<file path="src/rtl/mult_arb_pkg.sv">
// Shared types and defaults for the multiplier arbiter: FSM state encoding,
// default widths and a pointer-width helper.
package mult_arb_pkg;

   typedef enum logic [1:0] {
      IDLE  = 2'd0,
      ISSUE = 2'd1,
      BUSY  = 2'd2,
      RESP  = 2'd3
   } state_t;

   localparam int DEF_N_REQ   = 2;
   localparam int DEF_WIDTH   = 16;
   localparam int DEF_TIMEOUT = 255;

   function automatic int ptr_width(input int n);
      return (n > 1) ? $clog2(n) : 1;
   endfunction

endpackage

</file>
<file path="src/rtl/mult_arbiter_rr_picker.sv">
// Combinational round-robin picker: first requesting index at or above the
// pointer, wrapping around, as both a one-hot vector and an index.
module rr_picker
   import mult_arb_pkg::*;
#(
   parameter int N_REQ = DEF_N_REQ,
   parameter int PTR_W = ptr_width(DEF_N_REQ)
) (
   input  logic [N_REQ-1:0] i_req,
   input  logic [PTR_W-1:0] i_ptr,
   output logic [N_REQ-1:0] o_gnt,
   output logic [PTR_W-1:0] o_idx,
   output logic             o_any
);

   logic [PTR_W-1:0] w_j;

   // Scan upward from the pointer; the first hit wins.
   always_comb begin
      o_gnt = '0;
      o_idx = '0;
      o_any = 1'b0;
      w_j   = '0;
      for (int k = 0; k < N_REQ; k++) begin
         w_j = PTR_W'((int'(i_ptr) + k) % N_REQ);
         if (!o_any && i_req[w_j]) begin
            o_gnt[w_j] = 1'b1;
            o_idx      = w_j;
            o_any      = 1'b1;
         end else begin
            o_any = o_any;
         end
      end
   end

endmodule

</file>
<file path="src/rtl/mult_arbiter.sv">
// Round-robin arbiter sharing one shift-add multiplier among N_REQ requesters.
// Optional BUSY watchdog enabled by defining MULT_ARB_TIMEOUT_EN.
module mult_arbiter
   import mult_arb_pkg::*;
#(
   parameter int N_REQ   = DEF_N_REQ,
   parameter int WIDTH   = DEF_WIDTH,
   parameter int TIMEOUT = DEF_TIMEOUT
) (
   input  logic                   Clk,
   input  logic                   Rst_n,
   input  logic [N_REQ-1:0]       Req,
   input  logic [N_REQ*WIDTH-1:0] A_in,
   input  logic [N_REQ*WIDTH-1:0] B_in,
   output logic [N_REQ-1:0]       Gnt,
   output logic [N_REQ-1:0]       Ack,
   output logic                   Err,
   output logic [2*WIDTH-1:0]     Result,
   output logic                   Mul_St,
   output logic [WIDTH-1:0]       Mul_A,
   output logic [WIDTH-1:0]       Mul_B,
   input  logic                   Mul_Idle,
   input  logic                   Mul_Done,
   input  logic [2*WIDTH-1:0]     Mul_Product
);

   localparam int PTR_W = ptr_width(N_REQ);

   state_t               r_state, w_state_nxt;
   logic [PTR_W-1:0]     r_ptr, w_ptr_nxt;
   logic [PTR_W-1:0]     r_sel, w_sel_nxt;
   logic [N_REQ-1:0]     r_gnt, w_gnt_nxt;
   logic [N_REQ-1:0]     r_ack, w_ack_nxt;
   logic                 r_err, w_err_nxt;
   logic                 r_mul_st, w_mul_st_nxt;
   logic [2*WIDTH-1:0]   r_result, w_result_nxt;
   logic [WIDTH-1:0]     r_mul_a, w_mul_a_nxt;
   logic [WIDTH-1:0]     r_mul_b, w_mul_b_nxt;

   logic [N_REQ-1:0]     w_pick_gnt;
   logic [PTR_W-1:0]     w_pick_idx;
   logic                 w_pick_any;

`ifdef MULT_ARB_TIMEOUT_EN
   localparam int CNT_W = $clog2(TIMEOUT + 1);
   logic [CNT_W-1:0]     r_cnt, w_cnt_nxt;
`endif

   rr_picker #(
      .N_REQ (N_REQ),
      .PTR_W (PTR_W)
   ) u_picker (
      .i_req (Req),
      .i_ptr (r_ptr),
      .o_gnt (w_pick_gnt),
      .o_idx (w_pick_idx),
      .o_any (w_pick_any)
   );

   // Next-state and next-output decode for the arbitration FSM.
   always_comb begin
      w_state_nxt  = r_state;
      w_ptr_nxt    = r_ptr;
      w_sel_nxt    = r_sel;
      w_gnt_nxt    = r_gnt;
      w_ack_nxt    = '0;
      w_err_nxt    = 1'b0;
      w_mul_st_nxt = 1'b0;
      w_result_nxt = r_result;
      w_mul_a_nxt  = r_mul_a;
      w_mul_b_nxt  = r_mul_b;
`ifdef MULT_ARB_TIMEOUT_EN
      w_cnt_nxt    = r_cnt;
`endif
      case (r_state)
         IDLE: begin
            if (w_pick_any && Mul_Idle) begin
               w_gnt_nxt    = w_pick_gnt;
               w_sel_nxt    = w_pick_idx;
               w_mul_a_nxt  = A_in[w_pick_idx*WIDTH +: WIDTH];
               w_mul_b_nxt  = B_in[w_pick_idx*WIDTH +: WIDTH];
               w_mul_st_nxt = 1'b1;
               w_state_nxt  = ISSUE;
            end else begin
               w_state_nxt = IDLE;
            end
         end
         ISSUE: begin
`ifdef MULT_ARB_TIMEOUT_EN
            w_cnt_nxt   = '0;
`endif
            w_state_nxt = BUSY;
         end
         BUSY: begin
            // A done coinciding with expiry is treated as a normal completion.
            if (Mul_Done) begin
               w_result_nxt = Mul_Product;
               w_ack_nxt    = r_gnt;
               w_state_nxt  = RESP;
            end
`ifdef MULT_ARB_TIMEOUT_EN
            else if (r_cnt == CNT_W'(TIMEOUT - 1)) begin
               w_result_nxt = '0;
               w_ack_nxt    = r_gnt;
               w_err_nxt    = 1'b1;
               w_state_nxt  = RESP;
            end else begin
               w_cnt_nxt = r_cnt + CNT_W'(1);
            end
`else
            else begin
               w_state_nxt = BUSY;
            end
`endif
         end
         RESP: begin
            w_gnt_nxt   = '0;
            w_ptr_nxt   = (r_sel == PTR_W'(N_REQ - 1)) ? '0 : r_sel + PTR_W'(1);
            w_state_nxt = IDLE;
         end
         default: begin
            w_gnt_nxt   = '0;
            w_state_nxt = IDLE;
         end
      endcase
   end

   // State and output registers.
   always_ff @(posedge Clk or negedge Rst_n) begin
      if (!Rst_n) begin
         r_state  <= IDLE;
         r_ptr    <= '0;
         r_sel    <= '0;
         r_gnt    <= '0;
         r_ack    <= '0;
         r_err    <= 1'b0;
         r_mul_st <= 1'b0;
         r_result <= '0;
         r_mul_a  <= '0;
         r_mul_b  <= '0;
`ifdef MULT_ARB_TIMEOUT_EN
         r_cnt    <= '0;
`endif
      end else begin
         r_state  <= w_state_nxt;
         r_ptr    <= w_ptr_nxt;
         r_sel    <= w_sel_nxt;
         r_gnt    <= w_gnt_nxt;
         r_ack    <= w_ack_nxt;
         r_err    <= w_err_nxt;
         r_mul_st <= w_mul_st_nxt;
         r_result <= w_result_nxt;
         r_mul_a  <= w_mul_a_nxt;
         r_mul_b  <= w_mul_b_nxt;
`ifdef MULT_ARB_TIMEOUT_EN
         r_cnt    <= w_cnt_nxt;
`endif
      end
   end

   assign Gnt    = r_gnt;
   assign Ack    = r_ack;
   assign Err    = r_err;
   assign Result = r_result;
   assign Mul_St = r_mul_st;
   assign Mul_A  = r_mul_a;
   assign Mul_B  = r_mul_b;

endmodule

</file>
<file path="config.mk">
export PLATFORM = sky130hd
export DESIGN_NAME = mult_arbiter
export DESIGN_NICKNAME = d
export VERILOG_FILES = /design/src/rtl/mult_arb_pkg.sv /design/src/rtl/mult_arbiter_rr_picker.sv /design/src/rtl/mult_arbiter.sv
export SDC_FILE = /design/constraint.sdc
export NUM_CORES = 1
export LEC_CHECK = 0
export BUFFER_PORTS_ARGS = -buffer_cell sky130_fd_sc_hd__buf_2
export CAP_MARGIN = 20
export CELL_PAD_IN_SITES_DETAIL_PLACEMENT = 1
export CELL_PAD_IN_SITES_GLOBAL_PLACEMENT = 1
export CORE_MARGIN = 2
export CORE_UTILIZATION = 35
export CTS_CLUSTER_SIZE = 20
export DETAILED_ROUTE_END_ITERATION = 7
export GPL_TIMING_DRIVEN = 0
export PLACE_DENSITY_LB_ADDON = 0.1
export SLEW_MARGIN = 20
export SYNTH_ARGS = -nofsm -noshare
export SYNTH_HDL_FRONTEND = slang
export SYNTH_SLANG_ARGS = --single-unit
export TNS_END_PERCENT = 50
</file>
<file path="constraint.sdc">
create_clock -name Clk -period 3.5 [get_ports Clk]
set_input_delay 0.525 -clock Clk [delete_from_list [all_inputs] [get_ports Clk]]
set_output_delay 0.525 -clock Clk [all_outputs]
set_load 0.01 [all_outputs]
</file>
==> impl_metrics.json, run 1 <==
{
  "drc": 0,
  "r2r_start": "r_state[0]",
  "dp_hpwl_um": 6930,
  "area_growth_pct": 39.3,
  "root_buffer": "clkbuf_8",
  "yosysTopAreaCell": "dfrtp_1",
  "yosys-top-cells-area": "dfrtp_1 58%, mux2_2 11%, a31oi_1 6.4%",
  "die_h_um": 98.9,
  "cp-start-kind": "register",
  "diodes": 0,
  "start_util": 0.361,
  "endpoint": "Result[7]",
  "required_ns": 3.73,
  "pre_cts_ws_ns": 1.87,
  "setup_slack_ns": 1.89,
  "maxCapViolCount": 0,
  "cp.arrival_ns": 1.84,
  "yosysMostFrequentCell": "dfrtp_1",
  "grt_pass1_wl_um": 15000,
  "synth_common_cells": "73 x dfrtp_1, 33 x a21oi_1, 33 x nor2_1, 33 x o21ai_0",
  "ant_nets": 0,
  "antenna_found_initial": 0,
  "fmax_ghz": 0.622,
  "grt_max_degree": 44,
  "min_path_type": "primary input to async pin",
  "first_pass_iters": 4,
  "post-route-min-period_ns": 1.61,
  "ff2ff_path_depth": 5,
  "ys_ff_latch": 73,
  "worstSetupPathType": "register to register",
  "drt_iter0_markers": 49,
  "synthCells": 285,
  "num_vias": 2906,
  "nFillCells": 1056,
  "syn_avg_cell_area_um2": 11.1,
  "rsz0062_at_grt": "false",
  "gp_congestion": 0.721,
  "tns_ns": 0,
  "rrSetupSlack_ns": 1.89,
  "end_kind": "register",
  "rr_endpoint": "Result[7]",
  "grt.overflow.total": 0,
  "cts_sinks": 73,
  "ys_async_sr_fraction": 1.00,
  "cts.repair.resized": 0,
  "cp-startpoint": "r_state[0]",
  "cts_buffer_depth": 2,
  "power_leakage_nw": 2.15,
  "grt_util_all_layers": 0.193,
  "htree_levels": 3,
  "cp_max_fo": 10,
  "cts_hold_buf": 0,
  "cts_buffers": 9,
  "cts_tree": "built",
  "slew_viol_final": 0,
  "syn_nets": 390,
  "pwr_density_cell_nw_per_um2": 845,
  "core-area_um2": 8720,
  "wirelength_um": 9340,
  "die-area_um2": 9770,
  "num_rows": 34,
  "synth_area_um2": 3150,
  "ys_warn_count": 0,
  "setup_viol": 0,
  "fp.dieW_um": 98.9,
  "drive_above_1_share": 0.512,
  "grt_pass1_vias": 3072,
  "port_buffers": 169,
  "finalCritPeriodShare": 0.459,
  "outcome": "finished clean",
  "peakVddDrop_mv": 0.286,
  "synth_ff_type": "dfrtp_1",
  "yosysUniqueCellTypes": 23,
  "ios": 172,
  "post_cts_buffers": 0,
  "yosysTopAreaCellShare": 0.580,
  "layout.nets": 571,
  "seq_area_frac_synth": 0.580,
  "clk_pin_slew_ns": 0.09,
  "wl_per_cell_um": 16.1,
  "viasPerCell": 5.02,
  "finalHoldViolCount": 0,
  "clock_latency_ns": 0.35,
  "synth_edf_count": 0,
  "skew_ns": 0.0101
}
## state kept, by name, indices dropped and copies added (netlist names)
signal	count
Result	32
r_ptr	1
r_state	2
Gnt	2
Ack	2
Mul_St	1
r_sel	1
Mul_B	16
Mul_A	16
## through the flow
stage / total power, mW / instances / area, µm² / utilization / hold slack [ns]
final: 3.71 / 579 / 4390 / 0.503 / 0.117
after global routing: 3.96 / 579 / 4390 / 0.503 / 0.140
after CTS: 3.76 / 579 / 4390 / 0.503 / 0.122
after detailed placement: 2.99 / 563 / 4160 / 0.477 / 0.445
after global placement: 2.92 / 562 / 4130 / 0.474 / 0.436
after floorplan: 2.32 / 285 / 3150 / - / 0.229
## cell type report
class                           instances  area (µm²)  share of cell area
Clock inverter                          7         101              0.0231
Buffer                                 25         148              0.0337
Clock buffer                            9         124              0.0282
Timing Repair Buffer                  170         876               0.200
Inverter                                5        18.8             0.00428
Sequential cell                        73        1830               0.417
Tap cell                              108         135              0.0308
Multi-Input combinational cell        182        1160               0.264
## per-layer routing
| metal | vias up | track usage | share of wire |
|---|---|---|---|
| li1 | 1379 | - | - |
| met1 | 1398 | 0.244 | 0.42 |
| met2 | 117 | 0.322 | 0.48 |
| met3 | 12 | 0.0504 | 0.081 |
| met4 | 0 | 0.0674 | 0.016 |
| met5 | - | 0 | 0 |
## worst min-delay path by stage
| stage | from | endpoint |
|---|---|---|
| finish | Rst_n | Result[3] |
| detailed placement | r_sel | r_ptr |
| global placement | r_sel | r_ptr |
| CTS | Rst_n | Result[4] |
| global route | Rst_n | Result[3] |
| floorplan | Rst_n | Ack[0] |
## critical path, cell delays in order, from the launching register on
cell and delay, ns:
dfrtp_1 0.36, inv_1 0.06, ha_1 0.22, nand2_1 0.19, buf_2 0.29, mux2_2 0.37
## placed cells by master, fill, tap and decap left out, types with 2 or more instances in the layout
master / instances
buf_2: 184
inv_1: 4
a31oi_1: 32
o21ai_0: 33
buf_4: 2
o21ai_1: 2
buf_6: 4
nor2_1: 33
o211ai_1: 2
dfrtp_1: 73
and3_1: 2
clkinvlp_4: 2
mux2_2: 32
bufinv_16: 2
ha_1: 3
clkbuf_1: 4
clkbuf_8: 9
a21oi_1: 33
inv_6: 3
nand2_1: 4
## power breakdown
part | internal [mW] | switching (mW)
clock | 0.409 | 0.354
combinational | 0.699 | 0.789
sequential | 1.25 | 0.201
total | 2.36 | 1.34
## cells by family (layout without fill, tap and decap cells)
group	Yosys count	after routing	share of synthesized area
flip-flops	73	73	0.580
AO/OA/AOI/OAI	104	104	0.186
adder cells (fa/ha/maj)	3	3	0.0119
AND/OR/NAND/NOR	42	42	0.0540
multiplexers	32	32	0.114
other	1	1	0.00119
buffers and inverters	30	216	0.0528
No activity file was read; power rests on OpenSTA's default activity.
==> inputs of run 2 (changes only) <==
CORE_UTILIZATION = 32   (was 35)
clock period = 1.55 ns   (was 3.5 ns; I/O delays follow)
==> run 2 against run 1 <==
Effect of this change:
- sequential power is 130% higher
- highest routed layer unchanged
- setup slack worse by 1.8 ns
- largest cell class unchanged
- die area up 9.0%
- sequential share of layout area shrank 0.46 points
- wire length increased by 2.2%
- total power increased by 120%
- hold slack lost 0.0082 ns
- cell count is 4.5% higher
- non-clock buffer count grew 1
- count of clock-buffer cells in the layout up 1
==> impl_metrics.json, run 2 (synthesized netlist as in run 1, its figures left out) <==
{
  "outcome": "finished clean",
  "finalCritPeriodShare": 0.964,
  "rr_endpoint": "Result[7]",
  "rsz0062_at_grt": "true",
  "grt_util_all_layers": 0.181,
  "ios": 172,
  "wirelength_um": 9540,
  "layout.nets": 572,
  "cts_sinks": 73,
  "post-route-min-period_ns": 1.49,
  "path_cells": "inv_1, ha_1, nand2_2, buf_4, mux2_2",
  "rrSetupSlack_ns": 0.06,
  "path_buf_inv": 2,
  "setup_viol": 0,
  "mostFrequentLayoutCells": "178 x buf_2, 73 x dfrtp_1, 33 x o21ai_0, 33 x nor2_1, 33 x a21oi_1",
  "grt.overflow.total": 0,
  "root_buffer": "clkbuf_8",
  "post_cts_buffers": 0,
  "maxCapViolCount": 0,
  "cp_max_fo": 10,
  "cts_buffer_depth": 2,
  "skew_ns": 0.0133,
  "fmax_ghz": 0.670,
  "grt_max_degree": 47,
  "pwr_density_cell_nw_per_um2": 1870,
  "first_pass_iters": 4,
  "min_from": "Mul_Product[6]",
  "num_vias": 2894,
  "worstHoldPathCells": 2,
  "finalHoldViolCount": 0,
  "slowest_stage": "mux2_2",
  "drt_iter0_markers": 41,
  "largest_reg_flops": 32,
  "clock_latency_ns": 0.36,
  "area_growth_pct": 40.8,
  "mostFrequentLayoutCell": "buf_2",
  "ff2ff_path_depth": 5,
  "drc": 0,
  "cp.arrival_ns": 1.72,
  "drive_above_1_share": 0.515,
  "setup_slack_ns": 0.0564,
  "fp.dieW_um": 103,
  "die-area_um2": 10700,
  "cpPeakStageDelay_ns": 0.36,
  "diodes": 0,
  "clk_pin_slew_ns": 0.08,
  "cp-start-kind": "register",
  "worstSetupPathType": "register to register",
  "fin_util": 0.458,
  "core-area_um2": 9680,
  "grt_pass1_vias": 2975,
  "r2r_start": "r_state[0]",
  "dp_hpwl_um": 7140,
  "cts_buffers": 9,
  "fin_cells": 605,
  "die_h_um": 103,
  "ant_nets": 0,
  "crit_family": "multiplexers",
  "peakVddDrop_mv": 0.725,
  "required_ns": 1.78,
  "port_buffers": 169,
  "grt_pass1_wl_um": 14800,
  "min_to": "Result[6]",
  "num_rows": 36,
  "end_kind": "register",
  "viasPerCell": 4.78,
  "htree_levels": 3,
  "cts_tree": "built",
  "dp_cells": 588,
  "start_util": 0.325,
  "antenna_found_initial": 0,
  "wl_per_cell_um": 15.8,
  "whs_ns": 0.109,
  "gp_congestion": 0.749,
  "slew_viol_final": 0,
  "min_path_type": "primary input to register",
  "pre_cts_ws_ns": -0.0685,
  "power_leakage_nw": 2.15
}
-- run 2: repair_timing --
item                                    4_1_cts  5_1_grt
hold buffers                                  1        0
endpoints found under the hold margin        27        0
gates resized for setup                       6        3
pin swaps                                     0        0
endpoints found under the setup margin       43       24
-- run 2: worst max-delay path by stage --
stage                from         end  cells past startpoint
4_1_cts        r_state[0]    Mul_A[3]                      7
3_5_place_dp   r_state[0]   Result[7]                      5
6_report       r_state[0]   Result[7]                      5
5_1_grt        r_state[0]  Result[24]                      5
2_1_floorplan  r_state[0]  Result[10]                      5
3_3_place_gp        Rst_n  Result[30]                      1
-- run 2: layout make-up --
class / instances / area, µm²
Sequential cell: 73 / 1830
Fill cell: 1151 / 5250
Timing Repair Buffer: 171 / 886
Clock buffer: 10 / 138
Buffer: 25 / 163
Clock inverter: 6 / 65.1
Multi-Input combinational cell: 182 / 1170
Tap cell: 133 / 166
Inverter: 5 / 18.8
-- run 2: routing by layer --
layer	GRT usage	share of wire	routed length, µm
met4	0.0455	0.0096	92
met3	0.0578	0.068	651
met2	0.301	0.49	4670
met5	0	0	0
met1	0.231	0.43	4130
-- run 2: stage by stage --
stage	power, mW	cell area, µm²	TNS [ns]
2_1_floorplan	5.23	3150	0
3_3_place_gp	6.62	4160	-22.05
3_5_place_dp	6.77	4190	-1.50
4_1_cts	8.40	4420	0
5_1_grt	8.93	4430	-0.284
6_report	8.29	4430	0
-- run 2: power breakdown --
group | internal [mW] | leakage [nW] | switching [mW] | total [mW]
clock network | 0.794 | 0.103 | 0.774 | 1.57
registers | 2.83 | 0.847 | 0.442 | 3.27
logic | 1.63 | 1.20 | 1.82 | 3.45
==> inputs of run 3 (changes only) <==
ABC_AREA = 1   (was not set)
CORE_ASPECT_RATIO = 1.75   (was not set)
==> run 3 against run 2 <==
Effect of this change:
- sequential share of layout area decreased by 3.8 points
- final area increased by 10%
- wire length increased by 13%
- largest power group unchanged
- highest routed layer unchanged
- setup slack improved by 0.10 ns
- first-iteration DRC count increased to 2.7 times the previous value
- critical endpoint is now Mul_B[15]
- clock skew decreased by 0.0069 ns
- sequential power about the same
- total power increased by 5.5%
- via count increased by 22%
- register-to-register slack improved by 0.10 ns
- global-route usage increased by 0.87 points
==> impl_metrics.json, run 3 <==
{
  "syn_avg_cell_area_um2": 7.71,
  "grt.overflow.total": 0,
  "largest_reg_flops": 32,
  "root_buffer": "clkbuf_16",
  "ant_nets": 0,
  "cp-startpoint": "r_state[0]",
  "r2r_start": "r_state[0]",
  "setup_viol": 0,
  "syn_nets": 563,
  "cp.arrival_ns": 1.61,
  "wirelength_um": 10800,
  "power.switching_mw": 3.42,
  "clk_pin_slew_ns": 0.06,
  "power.internal_mw": 5.33,
  "synth_common_cells": "172 x nand2_1, 94 x nand3_1, 73 x dfrtp_1",
  "pwr_density_cell_nw_per_um2": 1790,
  "htree_levels": 3,
  "worstSetupPathType": "register to register",
  "rr_endpoint": "Mul_B[15]",
  "wl_per_cell_um": 13.9,
  "drc": 0,
  "area_growth_pct": 38.4,
  "seq_area_frac_synth": 0.518,
  "cts_buffer_depth": 2,
  "pre_cts_ws_ns": -0.0704,
  "die-area_um2": 11900,
  "dp_cells": 758,
  "antenna_found_initial": 0,
  "rrSetupSlack_ns": 0.16,
  "skew_ns": 0.00636,
  "viasPerCell": 4.55,
  "worst_pin_slew_ns": 0.502,
  "core-area_um2": 10700,
  "clkPwrFrac": 0.226,
  "port_buffers": 169,
  "cts_buffers": 9,
  "outcome": "finished clean",
  "first_pass_iters": 4,
  "peakVddDrop_mv": 0.800,
  "synth_edf_count": 0,
  "finalHoldViolCount": 0,
  "ys_async_sr_fraction": 1.00,
  "grt_max_degree": 50,
  "placed_area_um2": 4570,
  "mostFrequentLayoutCell": "buf_2",
  "yosysMostFrequentCell": "nand2_1",
  "fin_util": 0.456,
  "maxCapViolCount": 0,
  "ys_warn_count": 0,
  "required_ns": 1.77,
  "synthCells": 458,
  "slew_viol_final": 0,
  "synth_ff_type": "dfrtp_1",
  "relSlewSlack": 0.666,
  "ys_ff_latch": 73,
  "cp-start-kind": "register",
  "end_kind": "register",
  "drive_above_1_share": 0.344,
  "ios": 172,
  "die_h_um": 143,
  "power_leakage_nw": 3.01,
  "yosysUniqueCellTypes": 19,
  "diodes": 0,
  "power_frac_seq": 0.372,
  "sw_frac_of_total": 0.391,
  "yosysTopAreaCellShare": 0.518,
  "ff2ff_path_depth": 8,
  "drt_iter0_markers": 110,
  "grt_util_all_layers": 0.190,
  "grt_pass1_wl_um": 18000,
  "rsz0062_at_grt": "false",
  "mostFrequentLayoutCells": "176 x buf_2, 170 x nand2_1, 94 x nand3_1",
  "post-route-min-period_ns": 1.39,
  "min_path_type": "primary input to register",
  "combPwrFrac": 0.402,
  "finalCritPeriodShare": 0.899,
  "dp_hpwl_um": 8360,
  "nFillCells": 1410,
  "fin_area_um2": 4880,
  "gp_congestion": 0.764,
  "yosys-top-cells-area": "dfrtp_1 52%, nand2_1 18%, nand3_1 13%",
  "cp_max_fo": 10,
  "layout.nets": 745,
  "start_util": 0.330,
  "fp.dieW_um": 83.4,
  "setup_slack_ns": 0.157,
  "yosysTopAreaCell": "dfrtp_1",
  "fin_cells": 775,
  "cts_sinks": 73,
  "num_rows": 50,
  "fmax_ghz": 0.718,
  "endpoint": "Mul_B[15]",
  "synth_area_um2": 3530,
  "clock_latency_ns": 0.33,
  "num_vias": 3526,
  "grt_pass1_vias": 3674,
  "cts_tree": "built",
  "whs_ns": 0.124
}
run 3: cell types whose count changed after synthesis, sizes merged, moves of 2 or more:
cell,change
nand2,+172
nand3,+98
inv,+67
o21ai,-33
a21oi,-32
a31oi,-32
mux2,-32
nor2,-30
clkbuf,+4
o211ai,-3
and3,-2
buf,-2
run 3: cell families (layout without fill, tap and decap cells):
| logic type | after synthesis | count (layout) | share of synthesized area |
|---|---|---|---|
| simple gates | 279 | 279 | 0.342 |
| fa+ha+maj | 3 | 3 | 0.0106 |
| flops | 73 | 73 | 0.518 |
| compound gates | 3 | 3 | 0.00745 |
| buf+inv | 99 | 286 | 0.121 |
| other cells | 1 | 1 | 0.00106 |
run 3: power by group through the flow:
stage	Combinational (mW)	Clock, mW	Sequential [mW]
2_1_floorplan	1.59	0	3.66
3_3_place_gp	3.45	0	3.25
3_5_place_dp	3.57	0	3.29
4_1_cts	3.59	2.03	3.27
5_1_grt	3.99	2.12	3.38
6_report	3.51	1.97	3.26
run 3: what timing repair did:
item,CTS,global route
resized for setup,3,10
endpoints found under the setup margin,41,41
hold buffers,1,0
setup buffers,0,1
endpoints found under the hold margin,24,0
run 3: how the worst min path moves through the flow:
stage / from / to / slack [ns] / depth (start not counted)
6_report: Mul_Product[13] / Result[13] / 0.12 / 3
5_1_grt: Mul_Product[13] / Result[13] / 0.12 / 3
4_1_cts: Mul_Product[13] / Result[13] / 0.11 / 3
3_5_place_dp: Rst_n / Mul_B[1] / 0.17 / 1
3_3_place_gp: Result[12] / Result[12] / 0.45 / 2
2_1_floorplan: Rst_n / Ack[0] / -0.06 / 0
run 3: routing by layer:
layer | global-route usage | share of wire | vias to the layer above
li1 | - | - | 1747
met1 | 0.203 | 0.38 | 1673
met2 | 0.353 | 0.55 | 97
met3 | 0.0514 | 0.055 | 9
met4 | 0.0708 | 0.017 | 0
met5 | 0 | 0 | -
run 3: area by class of cell:
| type | count | area (µm²) | share of cell area |
|---|---|---|---|
| Sequential cell | 73 | 1830 | 0.374 |
| Tap cell | 130 | 163 | 0.0333 |
| Inverter | 72 | 270 | 0.0553 |
| Buffer | 26 | 164 | 0.0336 |
| Clock buffer | 10 | 239 | 0.0489 |
| Timing Repair Buffer | 172 | 893 | 0.183 |
| Clock inverter | 6 | 41.3 | 0.00846 |
| Multi-Input combinational cell | 286 | 1290 | 0.263 |
run 3: metrics by stage:
stage	total power [mW]	setup TNS, ns
detailed placement	6.86	-1.82
global route	9.49	0
floorplan	5.25	0
CTS	8.89	-0.0802
finish	8.74	0
global placement	6.70	-21.47
run 3: critical path, stage by stage, from the launching register on:
cell and delay, ns:
dfrtp_1 0.38, inv_1 0.09, ha_1 0.21, nand2_2 0.09, inv_1 0.10, nand2_4 0.10
buf_4 0.19, nand2_1 0.07, nand2_1 0.05
